--- src/rtl/deassert_monitor.sv ---
// Multi-channel assertion/deassertion checker: per-channel fall, timeout and glitch
// detection with sticky error flags and a saturating deassertion-event counter.
module deassert_monitor #(
    parameter int unsigned   N           = 4,
    parameter int unsigned   MAX_HIGH    = 4,
    parameter int unsigned   MIN_LOW     = 2,
    parameter int unsigned   CNT_W       = 8,
    parameter logic [N-1:0]  ACTIVE_HIGH = {N{1'b1}}
) (
    input  logic             clock,
    input  logic             reset_n,
    input  logic [N-1:0]     sig_in,
    input  logic [N-1:0]     clr_err,
    output logic [N-1:0]     fall_pulse,
    output logic [N-1:0]     timeout_pulse,
    output logic [N-1:0]     glitch_pulse,
    output logic [N-1:0]     err_sticky,
    output logic             any_err,
    output logic [CNT_W-1:0] fall_count
);

    localparam int unsigned HW = $clog2(MAX_HIGH + 1);
    localparam int unsigned LW = $clog2(MIN_LOW + 1);
    localparam int unsigned SW = CNT_W + $clog2(N + 1);

    typedef enum logic [1:0] {S_LOW, S_HIGH, S_STUCK} state_e;

    state_e          r_state      [N];
    state_e          w_state_d    [N];
    logic [HW-1:0]   r_high_cnt   [N];
    logic [HW-1:0]   w_high_cnt_d [N];
    logic [LW-1:0]   r_low_cnt    [N];
    logic [LW-1:0]   w_low_cnt_d  [N];

    logic [N-1:0]     w_act;
    logic [N-1:0]     w_fall_d;
    logic [N-1:0]     w_timeout_d;
    logic [N-1:0]     w_glitch_d;
    logic [N-1:0]     w_err_d;
    logic [SW-1:0]    w_sum;
    logic [CNT_W-1:0] w_count_d;

    logic [N-1:0]     r_fall;
    logic [N-1:0]     r_timeout;
    logic [N-1:0]     r_glitch;
    logic [N-1:0]     r_err;
    logic             r_any;
    logic [CNT_W-1:0] r_count;

    assign w_act = sig_in ~^ ACTIVE_HIGH;

    always_comb begin
        w_fall_d    = '0;
        w_timeout_d = '0;
        w_glitch_d  = '0;
        for (int i = 0; i < int'(N); i++) begin
            w_state_d[i]    = r_state[i];
            w_high_cnt_d[i] = r_high_cnt[i];
            w_low_cnt_d[i]  = r_low_cnt[i];
            case (r_state[i])
                S_LOW: begin
                    if (w_act[i]) begin
                        w_state_d[i]    = S_HIGH;
                        w_high_cnt_d[i] = HW'(1);
                        w_glitch_d[i]   = (r_low_cnt[i] < LW'(MIN_LOW));
                    end else if (r_low_cnt[i] < LW'(MIN_LOW)) begin
                        w_low_cnt_d[i] = r_low_cnt[i] + LW'(1);
                    end
                end
                S_HIGH: begin
                    if (!w_act[i]) begin
                        w_state_d[i]   = S_LOW;
                        w_low_cnt_d[i] = LW'(1);
                        w_fall_d[i]    = 1'b1;
                    end else if (r_high_cnt[i] < HW'(MAX_HIGH)) begin
                        w_high_cnt_d[i] = r_high_cnt[i] + HW'(1);
                    end else begin
                        w_state_d[i]   = S_STUCK;
                        w_timeout_d[i] = 1'b1;
                    end
                end
                S_STUCK: begin
                    // Stay here silently until the fall; one timeout per episode.
                    if (!w_act[i]) begin
                        w_state_d[i]   = S_LOW;
                        w_low_cnt_d[i] = LW'(1);
                        w_fall_d[i]    = 1'b1;
                    end
                end
                default: w_state_d[i] = S_LOW;
            endcase
        end
    end

    always_comb begin
        // Set dominates clear when both land on the same edge.
        w_err_d = w_timeout_d | w_glitch_d | (r_err & ~clr_err);
        w_sum   = {{(SW - CNT_W){1'b0}}, r_count};
        for (int i = 0; i < int'(N); i++) begin
            w_sum = w_sum + SW'(w_fall_d[i]);
        end
        if (w_sum > {{(SW - CNT_W){1'b0}}, {CNT_W{1'b1}}}) begin
            w_count_d = '1;
        end else begin
            w_count_d = w_sum[CNT_W-1:0];
        end
    end

    always_ff @(posedge clock or negedge reset_n) begin
        if (!reset_n) begin
            for (int i = 0; i < int'(N); i++) begin
                r_state[i]    <= S_LOW;
                r_high_cnt[i] <= '0;
                // Start saturated so the first rise after reset is not a glitch.
                r_low_cnt[i]  <= LW'(MIN_LOW);
            end
            r_fall    <= '0;
            r_timeout <= '0;
            r_glitch  <= '0;
            r_err     <= '0;
            r_any     <= 1'b0;
            r_count   <= '0;
        end else begin
            for (int i = 0; i < int'(N); i++) begin
                r_state[i]    <= w_state_d[i];
                r_high_cnt[i] <= w_high_cnt_d[i];
                r_low_cnt[i]  <= w_low_cnt_d[i];
            end
            r_fall    <= w_fall_d;
            r_timeout <= w_timeout_d;
            r_glitch  <= w_glitch_d;
            r_err     <= w_err_d;
            r_any     <= |w_err_d;
            r_count   <= w_count_d;
        end
    end

    assign fall_pulse    = r_fall;
    assign timeout_pulse = r_timeout;
    assign glitch_pulse  = r_glitch;
    assign err_sticky    = r_err;
    assign any_err       = r_any;
    assign fall_count    = r_count;

endmodule

--- config.mk ---
export PLATFORM = sky130hd
export DESIGN_NAME = deassert_monitor
export DESIGN_NICKNAME = d
export VERILOG_FILES = /design/src/rtl/deassert_monitor.sv
export SDC_FILE = /design/constraint.sdc
export NUM_CORES = 1
export LEC_CHECK = 0
export CORE_UTILIZATION = 25
export DETAILED_ROUTE_END_ITERATION = 6
export PLACE_DENSITY = 0.5
export SLEW_MARGIN = 20
export SYNTH_ARGS = -nofsm -noshare
export SYNTH_HDL_FRONTEND = slang
export SYNTH_SLANG_ARGS = --single-unit
export TNS_END_PERCENT = 5
--- constraint.sdc ---
create_clock -name clock -period 8.05 [get_ports clock]
set_input_delay 1.2075 -clock clock [delete_from_list [all_inputs] [get_ports clock]]
set_output_delay 1.2075 -clock clock [all_outputs]
set_load 0.01 [all_outputs]
==> metrics.cfg, run 1 <==
[yosys]
yosys.area_share.simple_pct=11.4
synthFlopType=dfrtp_1
synth.area.top_cells=dfrtp_1, ha_1, o21ai_0, a21oi_1, inv_1
yosysWarnings=0
synth_top_area_share_pct=47.1
ys_types=39
synth_top_family_by_area=compound AO/OA/AOI/OAI gates
synthArstFlopShare_pct=100
synth_compound_area_share_pct=18.8
synth-seq-cells=53
synthesis.area_um2=2600
synth_xor_area_share_pct=1.01
synth_edf_count=0
syn_area_per_cell_um2=10.2
synth_fp_nets=285
yosysSeqAreaShare_pct=51.1
synthMuxAreaShare_pct=2.02
synth-adder-area-share_pct=10.5
postSynthCellCount=255
yosysTopAreaCell=dfrtp_1

[power]
p_leak_nw=1.48
power.share.combinational_pct=43.9
p_per_area_nw_per_um2=359
peakVddDrop_v=0.000173
p_seq_share_pct=40.1
clockPowerShare_pct=15.9
sw_frac_of_total_pct=37.5
power.internal_uw=718
power_switching_uw=431

[final_layout]
syn_to_final_growth_pct=22.9
final_common_cell=dfrtp_1
n_antenna_cell=0
drive_above_1_share_pct=6.80
fin_area_um2=3200
nets=323
final_cell_mix=dfrtp_1, clkdlybuf4s50_1, inv_1

[clock_tree]
clk_latency_ns=0.30
cts_root_buf=clkbuf_8
clockBufferDepth=2
cts_setup_buffers=0
cts_buffers=5
clkSlewWorstSetupHoldPaths_ns=0.09
cts_tree=built
cts_resized=0
ctsHoldBuffers=0
htreeDepth=2
cts.sinks=53

[placed_design]
gp_congestion=0.720
dp_hpwl_um=3480
io_buffers=34
placed_area_um2=3090
place_ws_ns=3.85

[worst_setup_path]
critical_path_arrival_ns=4.09
cp_data_required_time_ns=8.27
crit_path_start_kind=input pin
endpoint_kind=flip-flop
worstPathMaxFanout=10
crit_type=input pin to flip-flop

[timing]
whs_ns=0.486
min_period_ns=3.87
finalSetupViolCount=0
fmax_ghz=0.258
rsz0062_at_grt=no
fin_crit_sh_pct=48.1
slew_headroom_pct=55.3
maxSlewViolCount=0
hold_viol=0
setup_ws_ns=4.18
max_slew.worst_pin.slew_ns=0.671
fin_tns_setup_ns=0
clock_skew_ns=0.0126

[global_route]
antenna_found_initial=0
grt_pass1_wl_um=8780
first_global_vias=1861
grt_max_degree=54
grt_overflow_total=0
grt_usage_pct=9.91

[routing]
routedWlPerCell_um=12.0
drc=0
wirelength_um=5120
num_vias=1875
firstDrtPassIters=5
drtIter0Drc=103
antenna_left=0
via_per_inst=4.39

[floorplanning]
core_um2=9950
dieHeight_um=104
initial_core_util_pct=26.2
rows=36
dieWidth_um=104
ios=35
die_area_um2=10800

[job]
maxCapViolCount=0

[outcome]
run_status=complete, no violations

[hold_path]
min_path_type=flip-flop to flip-flop

[cell families (layout without fill, tap and decap cells)]
logic type | after synthesis | after routing
AOI/OAI and AO/OA | 80 | 80
and+or+nand+nor | 61 | 61
DFF | 53 | 53
buffers and inverters | 33 | 72
adders and majority gates | 20 | 20
muxes | 5 | 5
xor gates and xnor gates | 3 | 3
[metal layers]
metal	vias to the layer above	part of all wire (%)	global-route usage, %
li1	955	-	-
met1	882	52	14.2
met2	36	44	15.0
met3	2	4.0	2.57
met4	0	0.55	1.84
met5	-	0	0
[path summary, 6_finish.rpt]
check                             start             end  slack [ns]  cells past startpoint
setup / recovery              sig_in[0]   fall_count[4]        4.18                     10
hold / removal             r_low_cnt[5]    r_low_cnt[5]        0.49                      2
setup reg to reg             r_state[7]   fall_count[4]        4.98                     11
hold reg to reg            r_low_cnt[5]    r_low_cnt[5]        0.49                      2
max in group asynchronous       reset_n   fall_count[0]        6.58                      2
min in group asynchronous       reset_n  r_high_cnt[10]        1.02                      2
[registers in the layout, indices dropped and copies added, names as in the netlist]
signal,cells
r_state,8
timeout_pulse,4
err_sticky,4
r_high_cnt,12
r_low_cnt,8
glitch_pulse,4
fall_count,8
any_err,1
fall_pulse,4
[cell type report]
cell class	instances	area [um^2]
Inverter	29	109
Sequential cell	53	1330
Clock inverter	2	38.8
Multi-Input combinational cell	169	1140
Tap cell	133	166
Timing Repair Buffer	35	343
Fill cell	1023	6750
Clock buffer	6	72.6
[power groups by stage]
stage                     clock network, mW  registers, mW  logic (mW)
after floorplan                           0          0.464       0.326
after global placement                    0          0.463       0.499
after detailed placement                  0          0.463       0.506
after CTS                             0.192          0.461       0.511
after global routing                  0.199          0.479       0.576
final                                 0.183          0.461       0.505
[synth_stat cells, types with 2 or more instances]
library cell	instances
dfrtp_1	49
inv_1	29
o21ai_0	27
nand2_1	25
a21oi_1	22
ha_1	17
nor2_1	13
a22o_1	6
nor2b_1	6
o22a_1	5
a22oi_1	4
dfstp_2	4
o22ai_1	4
a211o_1	3
a31oi_1	3
and3_1	3
fa_1	3
mux2i_1	3
nand3_1	3
a21o_1	2
and2b_2	2
buf_2	2
mux2_2	2
nand2b_1	2
xor2_1	2
[stage by stage]
step / utilization [%] / power [mW] / std cells
finish: 32.2 / 1.15 / 427
global route: 32.2 / 1.25 / 427
CTS: 32.2 / 1.16 / 427
detailed placement: 31.0 / 0.969 / 419
global placement: 31.0 / 0.962 / 419
floorplan: - / 0.790 / 255
[worst max-delay path: stages]
cell,delay [ns]
clkdlybuf4s50_1,0.66
and2b_2,0.28
fa_1,0.51
inv_1,0.06
fa_1,0.39
inv_1,0.08
fa_1,0.22
and4_1,0.27
nand4_1,0.27
o21ai_0,0.15
Power figures use the tool's default switching activity.
==> run 2, diff against run 1 <==
clock period = 3.78 ns   (was 8.05 ns; I/O delays follow)
==> run 2 against run 1 <==
Net effect:
- die area is the same
- power grew 110%
- count of clock-buffer cells in the layout grew 1
- core utilization grew 0.28 points
- combinational power grew 110%
- sequential share of layout area shrank 0.35 points
- wire length shrank 1.0%
- critical path depth grew 1
- register-to-register slack lost 4.2 ns
- sequential cell count is the same
- final cell count grew 0.70%
- critical endpoint unchanged
- largest cell class unchanged
==> metrics.cfg, run 2 (synthesis gave the netlist of run 1 again) <==
[outcome]
run_status=complete, no violations

[final_layout]
drive_above_1_share_pct=7.74
nets=326
final_cell_mix=dfrtp_1, clkdlybuf4s50_1, inv_1
largest-register=r_high_cnt
fin_area_um2=3230
final_util_pct=32.4
layoutNonFillerInstCount=430
seq_area_um2=1330
final_common_cell=dfrtp_1
syn_to_final_growth_pct=23.9
n_antenna_cell=0
largest_register_ffs=12
multi_input_area_um2=1140
num-fill-cells=1007

[global_route]
grt_overflow_total=0
first_global_vias=1842
antenna_found_initial=0
grt_max_degree=41
grt_pass1_wl_um=8760
grt_usage_pct=9.88

[worst_setup_path]
endpoint_kind=flip-flop
crit_path_max_incr_delay_ns=0.51
crit_slowest_cell=fa_1
path_cells=inv_1 > ha_1 > and2b_2 > fa_1 > inv_1 > fa_1 > inv_1 > fa_1 > and4_1 > nand4_1 > o21ai_0
critical_path_arrival_ns=3.25
crit_type=flip-flop to flip-flop
worstPathMaxFanout=6
cp_data_required_time_ns=4.01
crit_path_start_kind=flip-flop

[floorplanning]
core_um2=9950
die_area_um2=10800
initial_core_util_pct=26.2
rows=36
dieHeight_um=104
dieWidth_um=104
ios=35

[clock_tree]
cts.sinks=53
clkSlewWorstSetupHoldPaths_ns=0.10
cts_tree=built
ctsHoldBuffers=0
cts_setup_buffers=0
clockBufferDepth=2
cts_buffers=5
cts_root_buf=clkbuf_8
htreeDepth=2
clk_latency_ns=0.30
cts_resized=0

[routing]
firstDrtPassIters=4
routedWlPerCell_um=11.8
drtIter0Drc=68
wirelength_um=5070
antenna_left=0
via_per_inst=4.38
drc=0
num_vias=1883

[timing]
maxSlewViolCount=0
fin_tns_setup_ns=0
slew_headroom_pct=39.4
min_period_ns=3.02
fmax_ghz=0.331
max_slew.worst_pin.slew_ns=0.909
rsz0062_at_grt=no
fin_crit_sh_pct=80.0
hold_viol=0
finalSetupViolCount=0
clock_skew_ns=0.00474
whs_ns=0.384
setup_ws_ns=0.758

[placed_design]
dp_hpwl_um=3600
place_ws_ns=0.429
placed_area_um2=3110
io_buffers=34
gp_congestion=0.740
placedCellCount=422

[power]
clockPowerShare_pct=16.4
p_per_area_nw_per_um2=761
power_mw=2.46
power_switching_uw=910
p_leak_nw=1.50
power.internal_mw=1.55
sw_frac_of_total_pct=37.0
power.share.combinational_pct=43.8
peakVddDrop_v=0.000311
p_seq_share_pct=39.8

[hold_path]
min_path_type=input pin to async pin

[job]
maxCapViolCount=0

==> run 2: changes by cell type in the layout (fill, tap and decap cells not counted) <==
cell	delta
buf_4	+3
clkbuf_8	+1
clkinv_4	-1
==> run 2: layout make-up <==
cell class / instances / area share (%)
timing repair buffer: 38 / 11.3
tap: 133 / 5.16
clock buffer: 7 / 2.67
inverter: 29 / 3.37
sequential: 53 / 41.2
multi-input combinational: 169 / 35.3
clock inverter: 1 / 0.930
==> run 2: power by group through the flow <==
| stage | sequential [mW] | clock (mW) | combinational (mW) |
|---|---|---|---|
| 2_1_floorplan | 0.988 | 0 | 0.693 |
| 3_3_place_gp | 0.987 | 0 | 1.07 |
| 3_5_place_dp | 0.987 | 0 | 1.08 |
| 4_1_cts | 0.979 | 0.418 | 1.09 |
| 5_1_grt | 1.02 | 0.435 | 1.23 |
| 6_report | 0.978 | 0.402 | 1.08 |
==> run 2: worst paths after layout <==
path | from | to | slack, ns | depth (start not counted)
setup / recovery | r_state[7] | fall_count[4] | 0.76 | 11
hold / removal | reset_n | r_high_cnt[10] | 0.38 | 1
setup reg to reg | r_state[7] | fall_count[4] | 0.76 | 11
hold reg to reg | r_low_cnt[5] | r_low_cnt[5] | 0.49 | 2
max in group asynchronous | reset_n | fall_pulse[1] | 2.64 | 2
min in group clock | r_low_cnt[5] | r_low_cnt[5] | 0.49 | 2
==> run 2: worst max-delay path, delay by kind of cell (launching register included) <==
kind	cells	cell delay, ns
adders and majority gates	4	1.42
and+or+nand+nor	3	0.75
DFF	1	0.42
buffers and inverters	3	0.24
AOI/OAI and AO/OA	1	0.14
==> run 2: routing by layer <==
layer	part of all wire (%)	vias to the layer above	GRT usage [%]
met5	0	-	0
met4	0.91	0	3.37
met3	3.2	4	1.94
met2	45	36	15.3
met1	51	880	13.7
li1	-	963	-
==> run 3, diff against run 2 <==
PLACE_DENSITY = 0.51   (was 0.5)
clock period = 2.45 ns   (was 3.78 ns; I/O delays follow)
==> run 3 against run 2 <==
Net effect:
- the flow now finishes with violations (setup timing)
- sequential power increased by 53%
- sequential share of layout area decreased by 2.1 points
- wire length increased by 5.6%
- final cell count increased by 3.7%
- power increased by 63%
- critical path depth unchanged
- sequential cell count unchanged
- largest power group unchanged
- via count increased by 3.8%
- clock power increased by 55%
==> metrics.cfg, run 3 (synthesis gave the netlist of run 1 again) <==
[outcome]
run_status=complete, but fails checks
violations=setup timing

[power]
clockPowerShare_pct=15.5
sw_frac_of_total_pct=36.4
power_switching_mw=1.46
power.internal_mw=2.55
p_leak_nw=1.58
p_seq_share_pct=37.5
power.share.combinational_pct=46.9
p_per_area_nw_per_um2=1180
peakVddDrop_v=0.000445

[timing]
slew_headroom_pct=73.6
finalSetupViolCount=8
min_period_ns=2.74
max_slew.worst_pin.slew_ns=0.391
fmax_ghz=0.365
rsz0062_at_grt=yes
clock_skew_ns=0.00638
setup_ws_ns=-0.288
whs_ns=0.0457
maxSlewViolCount=0
fin_crit_sh_pct=112
hold_viol=0

[placed_design]
dp_hpwl_um=3830
io_buffers=34
gp_congestion=0.726
placed_area_um2=3250

[worst_setup_path]
crit_type=flip-flop to flip-flop
crit_path_max_incr_delay_ns=0.49
worstPathMaxFanout=6
path_cells=inv_2 > ha_4 > and2b_2 > fa_1 > inv_2 > fa_2 > inv_2 > fa_2 > and4_4 > nand4_1 > nand2b_1
r2r-end=fall_count[1]
crit_path_start_kind=flip-flop
endpoint_kind=flip-flop
cp.buffers_inverters=3
critical_path_arrival_ns=2.99
crit_slowest_cell=fa_1
reg2reg_depth=11
rr_startpoint=r_state[6]
crit_path_frequent_cell=inv_2
reg2reg_slack_ns=-0.29
crit_family=adder cells
cp_data_required_time_ns=2.70

[job]
maxCapViolCount=0

[floorplanning]
core_um2=9950
die_area_um2=10800
dieWidth_um=104
dieHeight_um=104
initial_core_util_pct=26.2
rows=36
ios=35

[final_layout]
drive_above_1_share_pct=15.7
n_antenna_cell=0
largest-register=r_high_cnt
final_cell_mix=dfrtp_1, clkdlybuf4s50_1, o21ai_0
nets=342
num-fill-cells=1023
fin_area_um2=3400
final_common_cell=dfrtp_1
syn_to_final_growth_pct=30.5
largest_register_ffs=12

[routing]
routedWlPerCell_um=12.0
num_vias=1954
via_per_inst=4.38
firstDrtPassIters=4
antenna_left=0
drc=0
wirelength_um=5360
drtIter0Drc=50

[clock_tree]
clockBufferDepth=2
clk_latency_ns=0.31
cts.sinks=53
clkSlewWorstSetupHoldPaths_ns=0.10
cts_root_buf=clkbuf_8
cts_tree=built
htreeDepth=2
cts_buffers=5

[global_route]
grt_usage_pct=10.9
grt_overflow_total=0
grt_pass1_wl_um=9540
antenna_found_initial=0
grt_max_degree=54
first_global_vias=2010

[hold_path]
min_path_type=input pin to async pin

run 3: area by class of cell:
class	count	area, um^2	share of cell area (%)
sequential	53	1330	39.1
multi-input combinational	169	1180	34.7
timing repair buffer	54	498	14.6
tap	133	166	4.89
inverter	29	109	3.20
clock buffer	7	86.3	2.54
clock inverter	1	30.0	0.883
run 3: repair_timing:
item                       4_1_cts  5_1_grt
gates resized for setup          2        2
setup buffers                    2        0
hold buffers                     0        0
pin swaps                        2        1
setup endpoints to repair        8        8
run 3: per-stage QoR:
stage / util (%) / power [mW] / setup TNS, ns / worst slack [ns] / instances
final: 34.2 / 4.01 / -1.89 / -0.288 / 446
after global routing: 34.2 / 4.41 / -3.18 / -0.450 / 446
after CTS: 34.0 / 4.04 / -1.85 / -0.274 / 446
after detailed placement: 32.6 / 3.37 / -3.96 / -0.538 / 436
after global placement: 32.6 / 3.33 / -3.72 / -0.504 / 436
after floorplan: - / 2.64 / -1.17 / -0.193 / 255
run 3: how the worst max path moves through the flow:
stage	endpoint	start	cells after the start
finish	fall_count[1]	r_state[6]	11
detailed placement	fall_count[4]	sig_in[0]	10
global placement	fall_count[4]	sig_in[0]	10
CTS	fall_count[1]	r_state[6]	11
floorplan	fall_count[4]	r_state[7]	11
global route	fall_count[4]	r_state[6]	11
run 3: power groups by stage:
stage	combinational (mW)	sequential [mW]	clock, mW
global route	2.16	1.57	0.683
global placement	1.81	1.52	0
CTS	1.88	1.51	0.646
finish	1.88	1.50	0.623
floorplan	1.11	1.53	0
detailed placement	1.85	1.52	0
run 3: layer usage:
| layer | part of all wire, % | routed length (um) | global-route usage (%) |
|---|---|---|---|
| met4 | 1.5 | 80 | 3.98 |
| met5 | 0 | 0 | 0 |
| met1 | 50 | 2680 | 14.9 |
| met2 | 45 | 2420 | 16.7 |
| met3 | 3.2 | 172 | 2.76 |
